File: config.mk
export PLATFORM = sky130hd
export DESIGN_NAME = if_fetch_unit_flat
export DESIGN_NICKNAME = d
export VERILOG_FILES = /design/src/rtl/if_pkg.sv /design/src/rtl/if_fetch_unit_if.sv /design/src/rtl/if_fetch_fifo.sv /design/src/rtl/if_fetch_unit.sv /design/src/flat_wrapper.sv
export SDC_FILE = /design/constraint.sdc
export NUM_CORES = 1
export LEC_CHECK = 0
export BUFFER_PORTS_ARGS = -buffer_cell sky130_fd_sc_hd__buf_2
export CAP_MARGIN = 15
export CORE_AREA = 4 4 150 224
export DETAILED_ROUTE_END_ITERATION = 8
export DIE_AREA = 0 0 154 228
export PLACE_DENSITY = 0.76
export SLEW_MARGIN = 10
export SYNTH_ARGS = -nofsm -noshare
export SYNTH_HDL_FRONTEND = slang
export SYNTH_SLANG_ARGS = --single-unit
File: constraint.sdc
create_clock -name clk -period 5.2 [get_ports clk]
set_clock_uncertainty 0.2 [all_clocks]
set_input_delay 1.04 -clock clk [delete_from_list [all_inputs] [get_ports clk]]
set_output_delay 1.04 -clock clk [all_outputs]
set_load 0.03 [all_outputs]
File: src/rtl/if_pkg.sv
// Shared constants and types for the instruction-fetch stage.
package if_pkg;

    localparam int unsigned ADDR_W  = 64;
    localparam int unsigned INSTR_W = 32;

    localparam logic [INSTR_W-1:0] INSTR_NOP = 32'h0;

    typedef struct packed {
        logic [ADDR_W-1:0]  pc;
        logic [INSTR_W-1:0] instr;
    } fetch_entry_t;

endpackage

File: src/rtl/if_fetch_unit_if.sv
// Fetch-stage signal bundle: PC side, instruction memory and decode handshake.
interface if_fetch_unit_if #(
    parameter int unsigned ADDR_W  = if_pkg::ADDR_W,
    parameter int unsigned INSTR_W = if_pkg::INSTR_W
);
    logic [ADDR_W-1:0]  pc_addr;
    logic               flush;
    logic               pc_stall;
    logic               imem_req;
    logic [ADDR_W-1:0]  imem_addr;
    logic [INSTR_W-1:0] imem_rdata;
    logic               imem_rvalid;
    logic               if_valid;
    logic [ADDR_W-1:0]  if_pc;
    logic [INSTR_W-1:0] if_instr;
    logic               id_ready;

    modport master (
        input  pc_addr, flush, imem_rdata, imem_rvalid, id_ready,
        output pc_stall, imem_req, imem_addr, if_valid, if_pc, if_instr
    );

    modport slave (
        output pc_addr, flush, imem_rdata, imem_rvalid, id_ready,
        input  pc_stall, imem_req, imem_addr, if_valid, if_pc, if_instr
    );
endinterface

File: src/rtl/if_fetch_fifo.sv
// Synchronous fetch queue with occupancy count and a synchronous clear.
module if_fetch_fifo #(
    parameter int unsigned DEPTH = 4,
    parameter int unsigned WIDTH = 96
) (
    input  logic                         clk,
    input  logic                         rst,
    input  logic                         push,
    input  logic [WIDTH-1:0]             push_data,
    input  logic                         pop,
    input  logic                         clear,
    output logic [$clog2(DEPTH+1)-1:0]   count,
    output logic [WIDTH-1:0]             head
);
    localparam int unsigned PTR_W = $clog2(DEPTH);

    logic [WIDTH-1:0] mem [DEPTH];
    logic [PTR_W-1:0] wr_ptr;
    logic [PTR_W-1:0] rd_ptr;

    function automatic logic [PTR_W-1:0] ptr_next(input logic [PTR_W-1:0] p);
        return (p == PTR_W'(DEPTH - 1)) ? '0 : p + 1'b1;
    endfunction

    always_ff @(posedge clk or negedge rst) begin
        if (!rst) begin
            wr_ptr <= '0;
            rd_ptr <= '0;
            count  <= '0;
        end else if (clear) begin
            wr_ptr <= '0;
            rd_ptr <= '0;
            count  <= '0;
        end else begin
            if (push) wr_ptr <= ptr_next(wr_ptr);
            if (pop)  rd_ptr <= ptr_next(rd_ptr);
            unique case ({push, pop})
                2'b10:   count <= count + 1'b1;
                2'b01:   count <= count - 1'b1;
                default: count <= count;
            endcase
        end
    end

    always_ff @(posedge clk) begin
        if (push && !clear) mem[wr_ptr] <= push_data;
    end

    assign head = mem[rd_ptr];

endmodule

File: src/rtl/if_fetch_unit.sv
// Fetch stage: issues one imem read per cycle while queue credit remains and
// buffers {pc, instr} for decode; flush drops queued and in-flight fetches.
module if_fetch_unit #(
    parameter int unsigned DEPTH   = 4,
    parameter int unsigned ADDR_W  = if_pkg::ADDR_W,
    parameter int unsigned INSTR_W = if_pkg::INSTR_W
) (
    input logic             clk,
    input logic             rst,
    if_fetch_unit_if.master bus
);
    import if_pkg::*;

    localparam int unsigned ENTRY_W = ADDR_W + INSTR_W;
    localparam int unsigned CNT_W   = $clog2(DEPTH + 1);

    logic [CNT_W-1:0]   count;
    logic [ENTRY_W-1:0] head;
    logic [CNT_W:0]     used;
    logic               req;
    logic               push;
    logic               pop;
    logic               inflight;
    logic               discard;
    logic [ADDR_W-1:0]  inflight_pc;

    // Credit counts the outstanding read so a response always has a free slot.
    assign used = {1'b0, count} + (CNT_W + 1)'(inflight);
    assign req  = rst & ~bus.flush & (used < (CNT_W + 1)'(DEPTH));
    assign push = bus.imem_rvalid & inflight & ~discard & ~bus.flush;
    assign pop  = bus.if_valid & bus.id_ready & ~bus.flush;

    assign bus.imem_req  = req;
    assign bus.imem_addr = bus.pc_addr;
    assign bus.pc_stall  = ~req & ~(bus.flush & rst);
    assign bus.if_valid  = (count != '0);
    assign bus.if_pc     = bus.if_valid ? head[ENTRY_W-1 -: ADDR_W] : '0;
    assign bus.if_instr  = bus.if_valid ? head[INSTR_W-1:0] : INSTR_W'(INSTR_NOP);

    always_ff @(posedge clk or negedge rst) begin
        if (!rst) begin
            inflight    <= 1'b0;
            inflight_pc <= '0;
            discard     <= 1'b0;
        end else begin
            inflight <= req;
            if (req) begin
                inflight_pc <= bus.pc_addr;
                discard     <= 1'b0;
            end else if (bus.flush && inflight) begin
                discard <= 1'b1;
            end
        end
    end

    if_fetch_fifo #(
        .DEPTH (DEPTH),
        .WIDTH (ENTRY_W)
    ) u_fifo (
        .clk       (clk),
        .rst       (rst),
        .push      (push),
        .push_data ({inflight_pc, bus.imem_rdata}),
        .pop       (pop),
        .clear     (bus.flush),
        .count     (count),
        .head      (head)
    );

endmodule

File: src/flat_wrapper.sv
// flat-port wrapper written by rule: the top's interface ports become plain ports
module if_fetch_unit_flat import if_pkg::*;
#(
    parameter int unsigned DEPTH   = 4,
    parameter int unsigned ADDR_W  = if_pkg::ADDR_W,
    parameter int unsigned INSTR_W = if_pkg::INSTR_W
)
  (clk, rst, bus_pc_addr, bus_flush, bus_imem_rdata, bus_imem_rvalid, bus_id_ready, bus_pc_stall, bus_imem_req, bus_imem_addr, bus_if_valid, bus_if_pc, bus_if_instr);
  if_fetch_unit_if #(.ADDR_W(ADDR_W), .INSTR_W(INSTR_W)) bus_i ();
  input logic clk;
  input logic rst;
  input wire logic [$bits(bus_i.pc_addr)-1:0] bus_pc_addr;
  input wire logic [$bits(bus_i.flush)-1:0] bus_flush;
  input wire logic [$bits(bus_i.imem_rdata)-1:0] bus_imem_rdata;
  input wire logic [$bits(bus_i.imem_rvalid)-1:0] bus_imem_rvalid;
  input wire logic [$bits(bus_i.id_ready)-1:0] bus_id_ready;
  output wire logic [$bits(bus_i.pc_stall)-1:0] bus_pc_stall;
  output wire logic [$bits(bus_i.imem_req)-1:0] bus_imem_req;
  output wire logic [$bits(bus_i.imem_addr)-1:0] bus_imem_addr;
  output wire logic [$bits(bus_i.if_valid)-1:0] bus_if_valid;
  output wire logic [$bits(bus_i.if_pc)-1:0] bus_if_pc;
  output wire logic [$bits(bus_i.if_instr)-1:0] bus_if_instr;
  assign bus_i.pc_addr = bus_pc_addr;
  assign bus_i.flush = bus_flush;
  assign bus_i.imem_rdata = bus_imem_rdata;
  assign bus_i.imem_rvalid = bus_imem_rvalid;
  assign bus_i.id_ready = bus_id_ready;
  assign bus_pc_stall = bus_i.pc_stall;
  assign bus_imem_req = bus_i.imem_req;
  assign bus_imem_addr = bus_i.imem_addr;
  assign bus_if_valid = bus_i.if_valid;
  assign bus_if_pc = bus_i.if_pc;
  assign bus_if_instr = bus_i.if_instr;
  if_fetch_unit #(.DEPTH(DEPTH), .ADDR_W(ADDR_W), .INSTR_W(INSTR_W)) u_core (.clk(clk), .rst(rst), .bus(bus_i));
endmodule
== After elaboration in Yosys (flattened, before gate mapping) ==
Memories as Yosys holds them, arrays and structs flattened.
Cells that the tools add are included.

* Magnitude comparators: 1
* Add/subtract/negate cells: 5
* Bitwise gates (word level): 13
* Eq/ne operators: 4
* Muxes and demuxes: 14
* Reductions and logical operators: 8

{| class="wikitable"
|+ Operator list
! kind !! number
|-
| $mux W64 || 1
|-
| $mux W32 || 1
|-
| $mux W2 || 6
|-
| $and A1 B1 Y1 || 9
|-
| $eq A2 B2 Y1 const B || 3
|-
| $pmux W3 S2 || 1
|-
| $reduce_bool A2 Y1 || 3
|-
| $reduce_bool A3 Y1 || 2
|-
| $add A2 B1 Y2 const B || 2
|-
| $add A3 B1 Y4 || 1
|-
| $lt A4 B3 Y1 const B || 1
|-
| $mux W1 || 4
|-
| $not A1 Y1 || 4
|-
| $add A3 B1 Y3 const B || 1
|-
| $mux W3 || 1
|-
| $sub A3 B1 Y3 const B || 1
|-
| $eq A2 B1 Y1 const B || 1
|-
| $logic_and A1 B1 Y1 || 2
|-
| $logic_not A1 Y1 || 1
|}

* Register bits: 73
* Memories kept: 1
* RAM bits: 384

{| class="wikitable"
|+ Memories
! name !! depth !! bits a word !! read ports !! clocked after Yosys merged registers in !! write ports !! line !! source
|-
| u_core.u_fifo.mem || 4 || 96 || 1 || 0 || 1 || if_fetch_fifo.sv:17 || <nowiki>logic [WIDTH-1:0] mem [DEPTH];</nowiki>
|}

== Depth between registers and ports, before layout ==
* Depth in word-level cells: 6
* Gate-level depth with buffers: 6

== Modules after synthesis ==
A second synthesis with hierarchy kept.

* Cell total of the unflattened synthesis: 861
* Area, all modules: 18031.0 um2

{| class="wikitable"
|+ By module, submodules not included
! module !! cells each !! area each (um2) !! instances
|-
| if_fetch_fifo || 543 || 14257.4 || 1
|-
| if_fetch_unit || 318 || 3773.6 || 1
|}

== Least setup slack after synthesis ==
Ideal clock, no wire load.

* Path type: input to register
* Start: input bus_imem_rvalid
* End: memory u_core.u_fifo.mem[0][0] (enable)
* Path slack: 819 ps
* Data required time: 4534 ps
* Stages: 3
* Arrival: 3716 ps
* Library setup time: 466 ps
* Path through: nand3b_1 > nor2_1 > and2_1

* Word-level cells in the longest chain between the ends: 6

{| class="wikitable"
|+ RTL lines
! what !! line !! source
|-
| start, declared || flat_wrapper.sv:15 || <nowiki>input wire logic [$bits(bus_i.imem_rvalid)-1:0] bus_imem_rvalid;</nowiki>
|-
| $and A1 B1 Y1 (3 in a row) || if_fetch_unit.sv:30 || <nowiki>assign push = bus.imem_rvalid & inflight & ~discard & ~bus.flush;</nowiki>
|-
| $logic_and A1 B1 Y1 || if_fetch_fifo.sv:46 || <nowiki>if (push && !clear) mem[wr_ptr] <= push_data;</nowiki>
|-
| $mux W1 || if_fetch_fifo.sv:46 ||
|-
| $mux W1 (implied by the code) || if_fetch_fifo.sv:46 ||
|-
| end, declared || if_fetch_fifo.sv:17 ||
|}

No other way between the ends.

== Final worst setup path ==
* Start: register u_core.u_fifo.rd_ptr[0]
* End: output bus_if_pc[56]

* Word-level cells in the longest chain between the ends: 2

{| class="wikitable"
|+ RTL lines
! what !! line !! source
|-
| start, declared || if_fetch_fifo.sv:19 || <nowiki>logic [PTR_W-1:0] rd_ptr;</nowiki>
|-
| start signal, assigned || if_fetch_fifo.sv:36 || <nowiki>if (pop) rd_ptr <= ptr_next(rd_ptr);</nowiki>
|-
| $mem_v2 Z4 W96 || - ||
|-
| $mux W64 || if_fetch_unit.sv:37 || <nowiki>assign bus.if_pc = bus.if_valid ? head[ENTRY_W-1 -: ADDR_W] : '0;</nowiki>
|-
| end, declared || flat_wrapper.sv:21 || <nowiki>output wire logic [$bits(bus_i.if_pc)-1:0] bus_if_pc;</nowiki>
|}

No other way between the ends.

==> impl_metrics.yaml <==
worst_setup_path:
  r2r-start: "u_core.inflight$_DFF_PN0_"
  crit_buf_inv: 2
  critical_path.top_delay_family: "flip-flops"
  reg2regPathDepth: 4
  path_cells: "buf_12 -> mux4_2 -> and2_1 -> buf_2"
  crit_required_ns: 3.96
  reg2reg_slack_ns: 2.50
  crit_path_start_kind: "flop"
  critPathMaxFanout: 34
  critPathCaptureType: "output pin"
  crit_type: "reg -> out"
  worstReg2RegEnd: "u_core.u_fifo.mem[2][62]$_DFFE_PP_"
  crit_slowest_cell: "dfrtp_4"
  cpPeakStageDelay_ns: 0.90
  arrival_ns: 2.77
clocking:
  cts_root_buf: "clkbuf_16"
  worstSkewPairLatency_ns: 0.53
  htree_levels: 2
  cts_buffers: 41
  cts_tree: "built"
  clk_path_buf_depth: 3
  clock-sinks: 457
  cts_hold_buffers: 0
  post-cts-setup-buffers: 0
  path_clk_slew_ns: 0.06
  ctsResizeCount: 0
synth:
  syn_inst: 862
  yosysSeqAreaShare: 0.748
  yosysTopAreaCell: "edfxtp_1"
  synth-compound-area-share: 0.00343
  synth_area_leaders: "edfxtp_1 (65%), mux4_2 (12%), dfrtp_1 (10%)"
  yosysTopAreaCellShare: 0.645
  netlist_area_sq_mm: 0.0179
  synth_top_family_by_area: "multiplexers"
  avgSynthCellArea_sq_um: 20.7
  synth-xor-area-share: 0.000980
  yosys-mux-area-fraction: 0.163
  synthAdderAreaFrac: 0.00462
  yosys_warnings: 0
  yosys_register_bits: 457
  syn-num-nets: 969
  yosys.area_share.simple: 0.0403
  ys_types: 28
place:
  io_buffer_count: 263
  place_area_sq_mm: 0.0192
  gp_congestion: 0.726
  dp.cells: 1443
  place_hpwl_microns: 19900
timing:
  grt_setup_unrepaired: "no"
  finalMaxSlewViolations: 0
  setup-tns-final_ns: 0
  fin_crit_sh: 0.771
  worstMarginPinSlew_ns: 0.806
  relSlewSlack: 0.463
  final-hold-violation-count: 0
  setup_violations: 0
  period_minus_slack_ns: 4.01
  fmax_mhz: 249
worst_hold_path:
  min_path_cells: 2
  worstHoldStart: "u_core.discard$_DFFE_PN0P_"
  hp-class: "reg -> reg"
  min_to: "u_core.discard$_DFFE_PN0P_"
detailed_routing:
  drt_iter0_drc: 362
  dr.pass1.iters: 4
  drt_wl_total_microns: 33400
  ant_nets: 0
  detailroute.via_count: 8437
  drc: 0
  routed_via_density: 5.55
  post_drt_wl_per_cell_microns: 22.0
power_and_ir_drop:
  power_density_mw_per_mm2: 540
  ir_drop_mv: 0.402
  cellLeakagePower_nw: 7.32
floorplanning:
  rows: 80
  core-area_sq_mm: 0.0317
  start_util: 0.563
  die_area_sq_mm: 0.0351
  fp.dieW_microns: 154
  io_pins: 264
  die_h_microns: 228
grt:
  grtUsageTotal: 0.192
  antenna_found_initial: 0
  grt-ovfl-total: 0
  grt_first_pass_wirelength_microns: 52200
  grt_max_degree: 81
  grt_pass1_vias: 9240
layout:
  syn2layout_area_growth_pct: 14.6
  fin_area_sq_mm: 0.0205
  final_util: 0.645
  drive_gt1_frac: 0.452
  nNetsFinal: 1183
  finalNonFillerCells: 1519
run_status:
  status: "finished, final reports clean"
run:
  drv_cap: 0
[sequential cells by signal, summed over array words and instances, names as in the netlist]
register and flops:
u_core.discard 1, u_core.inflight 1, u_core.inflight_pc 64, u_core.u_fifo.count 3
u_core.u_fifo.mem 384, u_core.u_fifo.rd_ptr 2, u_core.u_fifo.wr_ptr 2
[layout make-up]
type                       instances  area [sq um]
tap                              410           513
multi-input combinational        298          3820
timing repair buffer             276          1520
clock inverter                    15           109
fill                            2125         11300
inverter                           2          7.51
clock buffer                      60          1140
antenna                            1          2.50
sequential                       457         13400
[placed cells by master, fill, tap and decap left out, types with 2 or more instances in the layout]
cell,synthesis,routed
clkinv_4,0,2
clkinv_1,0,4
dfrtp_4,0,2
ha_1,5,5
clkbuf_1,17,17
buf_2,17,262
nor3_1,2,2
buf_4,65,6
clkinv_2,0,6
nand2_1,2,2
and2_1,101,97
nor2_1,8,8
clkbuf_16,0,43
mux2_2,64,64
a21oi_1,5,5
inv_1,2,2
and2_4,0,4
mux2i_1,2,2
dfrtp_1,73,71
nor3b_1,2,2
edfxtp_1,384,384
buf_12,0,8
mux4_2,96,96
[worst max-delay path by stage]
stage / start / endpoint / slack [ns] / cells past startpoint
floorplan: bus_imem_rvalid / u_core.u_fifo.mem[0][0]$_DFFE_PP_ / 0.82 / 3
global placement: u_core.u_fifo.rd_ptr[0]$_DFFE_PN0P_ / bus_if_pc[31] / 1.70 / 4
finish: u_core.u_fifo.rd_ptr[0]$_DFFE_PN0P_ / bus_if_pc[56] / 1.19 / 4
CTS: u_core.u_fifo.rd_ptr[0]$_DFFE_PN0P_ / bus_if_pc[56] / 1.08 / 4
detailed placement: u_core.u_fifo.rd_ptr[0]$_DFFE_PN0P_ / bus_if_pc[31] / 1.69 / 4
global route: u_core.u_fifo.rd_ptr[0]$_DFFE_PN0P_ / bus_if_pc[31] / 0.99 / 4
[synth_stat cells]
master,instances
mux2_2,64
nor3b_1,2
a31oi_1,1
dfrtp_1,73
nand2_1,2
and2_1,101
a21oi_1,5
a21oi_2,1
or3_1,1
mux2i_1,2
o31ai_4,1
nor2_1,8
buf_4,65
ha_1,5
nor3_1,2
nor2b_1,1
edfxtp_1,384
buf_6,6
mux2_4,1
nand3_1,1
fa_1,1
xor2_1,1
mux4_2,96
xnor2_1,1
inv_1,2
clkbuf_1,17
buf_2,17
nand3b_1,1
[where the power goes]
group / internal, mW / total, mW / switching (mW) / leakage, nW
sequential: 4.50 / 4.87 / 0.378 / 4.32
clock: 1.58 / 2.81 / 1.23 / 0.607
combinational: 1.31 / 3.38 / 2.07 / 2.40
total: 7.38 / 11.1 / 3.68 / 7.32
[worst register-to-register path: stages, from the launching register on]
cell      delay [ns]
dfrtp_1         0.42
nand3b_1        0.29
nor2_1          0.32
and2_4          0.67
buf_12          0.40
[logic make-up after synthesis]
logic type	after synthesis
xor gates and xnor gates	2
DFF	457
AOI/OAI and AO/OA	8
buffers and inverters	107
muxes	163
and+or+nand+nor	119
adders and majority gates	6
[metal layers]
layer  track usage  up-vias  part of all wire
li1              -     3740                 -
met3        0.0320       46             0.052
met4        0.0585        0             0.021
met2         0.345      249              0.55
met5             0        -                 0
met1         0.240     4402              0.38
[through the flow]
step / setup slack [ns] / power (mW) / hold WS [ns]
floorplan: 0.819 / 7.36 / 0.254
global route: 0.993 / 11.6 / 0.335
detailed placement: 1.69 / 8.41 / 0.281
CTS: 1.08 / 11.2 / 0.294
finish: 1.19 / 11.1 / 0.294
global placement: 1.70 / 8.33 / 0.271
No activity file was read; power rests on OpenSTA's default activity.
